## config.mk

```make
export PLATFORM = sky130hd
export DESIGN_NAME = uart_tx_arbiter
export DESIGN_NICKNAME = d
export VERILOG_FILES = /design/src/rtl/uart_tx_arbiter.sv
export SDC_FILE = /design/constraint.sdc
export NUM_CORES = 1
export LEC_CHECK = 0
export ABC_AREA = 1
export CAP_MARGIN = 20
export CORE_MARGIN = 2
export CORE_UTILIZATION = 48
export CTS_BUF_LIST = sky130_fd_sc_hd__clkbuf_4 sky130_fd_sc_hd__clkbuf_8 sky130_fd_sc_hd__clkbuf_16
export CTS_CLUSTER_DIAMETER = 40
export DETAILED_ROUTE_END_ITERATION = 8
export GPL_TIMING_DRIVEN = 0
export PLACE_DENSITY = 0.85
export SYNTH_ARGS = -nofsm -noshare
export SYNTH_HDL_FRONTEND = slang
export SYNTH_SLANG_ARGS = --single-unit
```

## constraint.sdc

```tcl
create_clock -name clk -period 4.65 [get_ports clk]
set_input_delay 0.465 -clock clk [delete_from_list [all_inputs] [get_ports clk]]
set_output_delay 0.465 -clock clk [all_outputs]
set_load 0.02 [all_outputs]
```

## src/rtl/uart_tx_arbiter.sv

```systemverilog
// uart_tx_arbiter
// Shares a single async_transmitter between NREQ byte requesters using
// round-robin arbitration. It sequences the transmitter's start/busy
// handshake and holds the granted byte on TxD_data for the whole frame.
//
// Ports:
//   clk          system clock
//   rst          asynchronous, active-high reset
//   req          per-requester send request (level)
//   req_data     byte of requester i in bits [i*DATA_W +: DATA_W]
//   ack          one-cycle pulse, byte of requester i accepted
//   TxD_start    one-cycle start pulse to the transmitter
//   TxD_data     byte to the transmitter, held from grant until IDLE
//   TxD_busy     transmitter busy
//   active_id    index of the current or last grant
//   sending      high whenever the arbiter is not IDLE
//   frames_sent  count of completed frames (wraps)
//   err          one-cycle WAIT_HI timeout pulse
//
// Optional feature: define UART_ARB_TIMEOUT_EN to add a watchdog that abandons
// a frame if the transmitter never raises busy within BUSY_WAIT cycles.
// Without it, WAIT_HI waits indefinitely and err is tied low.
module uart_tx_arbiter #(
   parameter int NREQ      = 4,
   parameter int DATA_W    = 8,
   parameter int BUSY_WAIT = 4
) (
   input  logic                     clk,
   input  logic                     rst,
   input  logic [NREQ-1:0]          req,
   input  logic [NREQ*DATA_W-1:0]   req_data,
   output logic [NREQ-1:0]          ack,
   output logic                     TxD_start,
   output logic [DATA_W-1:0]        TxD_data,
   input  logic                     TxD_busy,
   output logic [$clog2(NREQ)-1:0]  active_id,
   output logic                     sending,
   output logic [15:0]              frames_sent,
   output logic                     err
);

   localparam int ID_W = $clog2(NREQ);

   typedef enum logic [1:0] {IDLE, LAUNCH, WAIT_HI, WAIT_LO} state_t;

   state_t              state_q, state_d;
   logic [ID_W-1:0]     last_q, last_d;
   logic [ID_W-1:0]     id_q, id_d;
   logic [DATA_W-1:0]   data_q, data_d;
   logic [15:0]         frames_q, frames_d;

   logic                grant;
   logic                timeout;
   logic [ID_W-1:0]     winner;
   logic [DATA_W-1:0]   req_bytes [NREQ];

   // Round-robin search: first requester after the pointer, wrapping.
   function automatic logic [ID_W-1:0] rr_pick(input logic [NREQ-1:0] r,
                                               input logic [ID_W-1:0] ptr);
      logic [ID_W-1:0] pick;
      logic            found;
      int              idx;
      pick  = ptr;
      found = 1'b0;
      for (int k = 1; k <= NREQ; k++) begin
         idx = (int'(ptr) + k) % NREQ;
         if (!found && r[ID_W'(idx)]) begin
            pick  = ID_W'(idx);
            found = 1'b1;
         end
      end
      return pick;
   endfunction

   for (genvar g = 0; g < NREQ; g++) begin : g_bytes
      assign req_bytes[g] = req_data[g*DATA_W +: DATA_W];
   end

   assign winner = rr_pick(req, last_q);
   assign grant  = (|req) && !TxD_busy;

`ifdef UART_ARB_TIMEOUT_EN
   logic [7:0] wd_q, wd_d;
   logic       err_q, err_d;

   // wd_q holds the number of WAIT_HI cycles already completed.
   assign timeout = (state_q == WAIT_HI) && !TxD_busy && (wd_q == 8'(BUSY_WAIT - 1));

   always_comb begin
      wd_d  = wd_q;
      err_d = timeout;
      if (state_q == LAUNCH) begin
         wd_d = 8'd0;
      end else if (state_q == WAIT_HI) begin
         wd_d = wd_q + 8'd1;
      end
   end

   always_ff @(posedge clk or posedge rst) begin
      if (rst) begin
         wd_q  <= 8'd0;
         err_q <= 1'b0;
      end else begin
         wd_q  <= wd_d;
         err_q <= err_d;
      end
   end

   assign err = err_q;
`else
   assign timeout = 1'b0;
   assign err     = 1'b0;
`endif

   // State and datapath registers
   always_ff @(posedge clk or posedge rst) begin
      if (rst) begin
         state_q  <= IDLE;
         last_q   <= ID_W'(NREQ - 1);
         id_q     <= '0;
         data_q   <= '0;
         frames_q <= 16'd0;
      end else begin
         state_q  <= state_d;
         last_q   <= last_d;
         id_q     <= id_d;
         data_q   <= data_d;
         frames_q <= frames_d;
      end
   end

   // Next-state logic
   always_comb begin
      state_d = state_q;
      case (state_q)
         IDLE:    if (grant) state_d = LAUNCH;
         LAUNCH:  state_d = WAIT_HI;
         WAIT_HI: begin
            if (TxD_busy)     state_d = WAIT_LO;
            else if (timeout) state_d = IDLE;
         end
         WAIT_LO: if (!TxD_busy) state_d = IDLE;
         default: state_d = IDLE;
      endcase
   end

   // Datapath next values: the byte is latched only on the grant edge.
   always_comb begin
      last_d   = last_q;
      id_d     = id_q;
      data_d   = data_q;
      frames_d = frames_q;
      if (state_q == IDLE && grant) begin
         id_d   = winner;
         data_d = req_bytes[winner];
      end
      if (state_q == WAIT_LO && !TxD_busy) begin
         last_d   = id_q;
         frames_d = frames_q + 16'd1;
      end
      if (timeout) begin
         last_d = id_q;
      end
   end

   // Outputs: ack and TxD_start share the LAUNCH cycle.
   always_comb begin
      TxD_start   = (state_q == LAUNCH);
      ack         = TxD_start ? ({{(NREQ-1){1'b0}}, 1'b1} << id_q) : '0;
      sending     = (state_q != IDLE);
      TxD_data    = data_q;
      active_id   = id_q;
      frames_sent = frames_q;
   end

endmodule
```

# Yosys cells after proc, flatten, opt, wreduce, memory -nomap -nowiden
# Cells that the tools add are included.
# word_totals
register_bits,30
wordCells,64
out_inout_bits,33
# op_classes
order_cmp,5
reduce_logical,14
eq_ne,6
n_bitwise,1
addsub,5
muxes,27
n_shift,1
# ops
op,n
$add A16 B1 Y16 const B,1
$bmux W8 S2,1
$lt A2 B4 Y1 const B,4
$mux W8,2
$mux W2,7
$mux W1,11
$bmux W1 S2,4
$pmux W2 S4,1
$logic_and A1 B1 Y1,6
$ne A2 B2 Y1 const B,3
$add A2 B1 Y2 const B,2
$add A2 B2 Y2 const B,2
$eq A2 B2 Y1 const B,2
$logic_not A1 Y1,4
$mux W4,1
$reduce_or A4 Y1,1
$shl A1 B2 Y4 const A,1
$ge A3 B3 Y1 const B,1
$not A2 Y3,1
$reduce_and A3 Y1,1
$eq A2 B1 Y1 const B,1
$logic_not A2 Y1,1
$reduce_bool A2 Y1,1

# Depth between registers and ports, before layout
# logic_depth
word_depth,18
ltp_mapped,13

# Worst setup path before layout
# OpenSTA, ideal clock, no wires.
# synth_path
path_kind,reg2out
start,register state_q[1]
end,output ack[0]
n_path_buf,0
required_time_ns,4.185
arrival_ns,1.338
path_stages_with_launch,5
path_slack_ns,2.847
cell_sequence,dfrtp_1 > inv_1 > ha_1 > inv_1 > nor3_1
# synth_via
elab_chain_len,2
# synth_rtl
item,line_no,source
"start, declared",46,"state_t state_q, state_d;"
"start signal, assigned",124,state_q <= state_d;
$eq A2 B1 Y1,168,TxD_start = (state_q == LAUNCH);
net TxD_start,33,"output logic TxD_start,"
$mux W4,169,"ack = TxD_start ? ({{(NREQ-1){1'b0}}, 1'b1} << id_q) : '0;"
"end, declared",32,"output logic [NREQ-1:0] ack,"
# The timed path passes the listed nets, and every way through them passes these cells.

# Worst setup path in the final report
# layout_path
start,register state_q[1]
end,output ack[2]
# layout_via
elab_chain_len,2
# layout_rtl
item,line_no
$eq A2 B1 Y1,168
$mux W4,169
# Every way passes these cells.

==> metrics <==
WP data arrival about 1.8 ns; DRT iter0 DRCs 117; Setup CP Type reg2out; Post-synth top cells nand2_1, nand3_1, dfrtp_1; nature of the critical path startpoint flip-flop; post-layout util 72.1%; Post-synth EDFFs 0; P&R area growth vs syn 44.8%; antenna-violating nets left 0; most frequent cell after synthesis nand2_1; FF/Latch Area 753 um2; Detail Placement HPWL 3860 um; I/O pins 72; critical path cell sequence inv_1 > ha_1 > inv_1 > nor3_1 > clkdlybuf4s50_1; final instance area 0.00287 mm2; DIE WIDTH between 60 and 70 um; commonest register cell after synthesis dfrtp_1; CTS tree done; synth top area cells dfrtp_1, nand3_1, nand2_1; Synth Area per Inst about 7.7 um2; Die Area around 0.0047 mm2; Post-Syn Instances 258; setup TNS 0 ns; per-cell routed wire length 13.1 um; fillers 332; Layout Skew 0.00421 ns; CTS Root Cell clkbuf_8; core area 0.00397 mm2; fin crit period between 2 and 2.5 ns; crit end category primary output; initial antenna violation count 0; Largest stage delay, worst path 0.63 ns; Clock transition at path regs 0.06 ns; via/cell ratio 5.06; Crit-path slowest cell clkdlybuf4s50_1; largest net degree at the start of global routing 17; Max Slew Vio Count 0; min-delay worst type reg2reg; number of global-route vias before repair 1,825; DR pass1 iterations 4; Post-synth ARST share 100%; Required @ worst endpoint 4.18 ns; final period utilization between 40% and 50%; Final setup viols 0; crit-path max FO 4; post-synthesis cell type count 27; Max-Cap Viols 0; Post-CTS Setup Bufs 0; # diodes 0; Port Buffers 70; PD cells about 630 mW/mm2; grt peak-use layer met2; worst skew pair latency 0.28 ns; sequential element share of the synthesized area 38.1%; clock buffers created by TritonCTS 5; Leak 1.39 nW; placed cell area between 0.002 and 0.003 mm2; routability cong. about 0.81; DP Cell Count 379; Post-Syn Nets 303; # nets final 381; Crit path top cell by count inv_1; row count 23; area of the multi-input gates 0.00108 mm2; Initial Util approximately half; met2 usage 39.2%; Synth Cell Area 0.00198 mm2; final hold violation count 0; clock buffer depth 2; Hold Buf Count CTS 0; total grt overflow 0; met3 GRT Util 4.93%; Die Span Y 68.2 um; GRT Util Overall 23.2%; Max Freq 0.439 GHz; relative slew slack between 50 and 60%; layout cell share with drive strength beyond 1 between 10% and 20%; Max VDD drop between 300 and 400 uV; dominant cell type by area after synthesis dfrtp_1; vias post-DR 1,960; Worst Tran Pin Value 0.632 ns; Sinks on Clock Net 30; Non-Filler Instances 387; Synth Register Bits 30; final WL 5060 um; PostCTS Resize Cnt 0; GR Util met1 between 20% and 30%; H-tree levels 2; DRC viols 0; Ys Warns 0; status completed; RSZ-0062 raised after global routing false; first-pass GRT wire length between 8000 and 9000 um; post-synth top area share 35.4%
==> metal layers <==
metal,vias up,share of wire [%]
met2,63,49
met5,-,0
met1,896,41
met3,8,8.2
li1,993,-
met4,0,1.5
==> layout by cell type, fill, tap and decap left out, drive strengths merged, types with 2 or more instances in the layout <==
master         count
a21oi              3
a22oi              2
buf                6
clkbuf             7
clkdlybuf4s50     70
clkinv             2
dfrtp             28
dfstp              2
ha                 6
inv               26
nand2             82
nand3             61
nand4              2
nor2              10
nor3               8
o21ai              4
xnor2              8
xor2               7
==> state kept, by name (all words and copies together), names as in the netlist <==
register,flops
frames_sent,16
TxD_data,8
last_q,2
state_q,2
active_id,2
==> power breakdown <==
part,internal (mW),switching (mW)
Combinational,0.461,0.704
Sequential,0.350,0.0757
Clock,0.125,0.0969
==> kinds of logic after synthesis <==
logic type / count (synthesis) / synth area share [%]
DFF: 30 / 38.1
buffers and inverters: 32 / 7.52
and+or+nand+nor: 164 / 40.1
muxes: 1 / 0.569
other: 1 / 0.189
xor gates and xnor gates: 15 / 6.64
AOI/OAI and AO/OA: 9 / 3.10
adders and majority gates: 6 / 3.79
==> layout make-up <==
cell class              count  share of cell area (%)
multi-input cells         196                    37.6
flip-flops and latches     30                    26.3
repair buffers             71                    25.4
inverters                  27                    3.62
clock buffers               7                    3.14
well taps                  50                    2.18
plain buffers               5                    1.57
clock inverters             1                   0.175
==> metrics by stage <==
stage                     total power [mW]  hold WS, ns  setup WS [ns]
final                                 1.81        0.490           2.37
after global routing                  1.98        0.502           2.24
after CTS                             1.82        0.492           2.34
after detailed placement              1.60        0.472           2.40
after global placement                1.56        0.461           2.42
after floorplan                       1.23        0.508           2.85
==> final timing paths <==
check | from | end | slack [ns] | cells after the start
max reg2reg | last_q[0]$_DFFE_PP1P_ | TxD_data[0]$_DFFE_PP0P_ | 2.75 | 12
max in group asynchronous | rst | last_q[0]$_DFFE_PP1P_ | 3.51 | 3
max | state_q[1]$_DFFE_PP0P_ | ack[2] | 2.37 | 5
min reg2reg | TxD_data[3]$_DFFE_PP0P_ | TxD_data[3]$_DFFE_PP0P_ | 0.49 | 2
min | TxD_data[3]$_DFFE_PP0P_ | TxD_data[3]$_DFFE_PP0P_ | 0.49 | 2
min in group asynchronous | rst | frames_sent[8]$_DFFE_PP0P_ | 0.56 | 2
==> critical path, delay by kind of cell (launching register included) <==
kind / cells / cell delay, ns
flops: 1 / 0.40
fa+ha+maj: 1 / 0.18
buf+inv: 3 / 0.83
simple gates: 1 / 0.14
No activity file was read; power rests on OpenSTA's default activity.
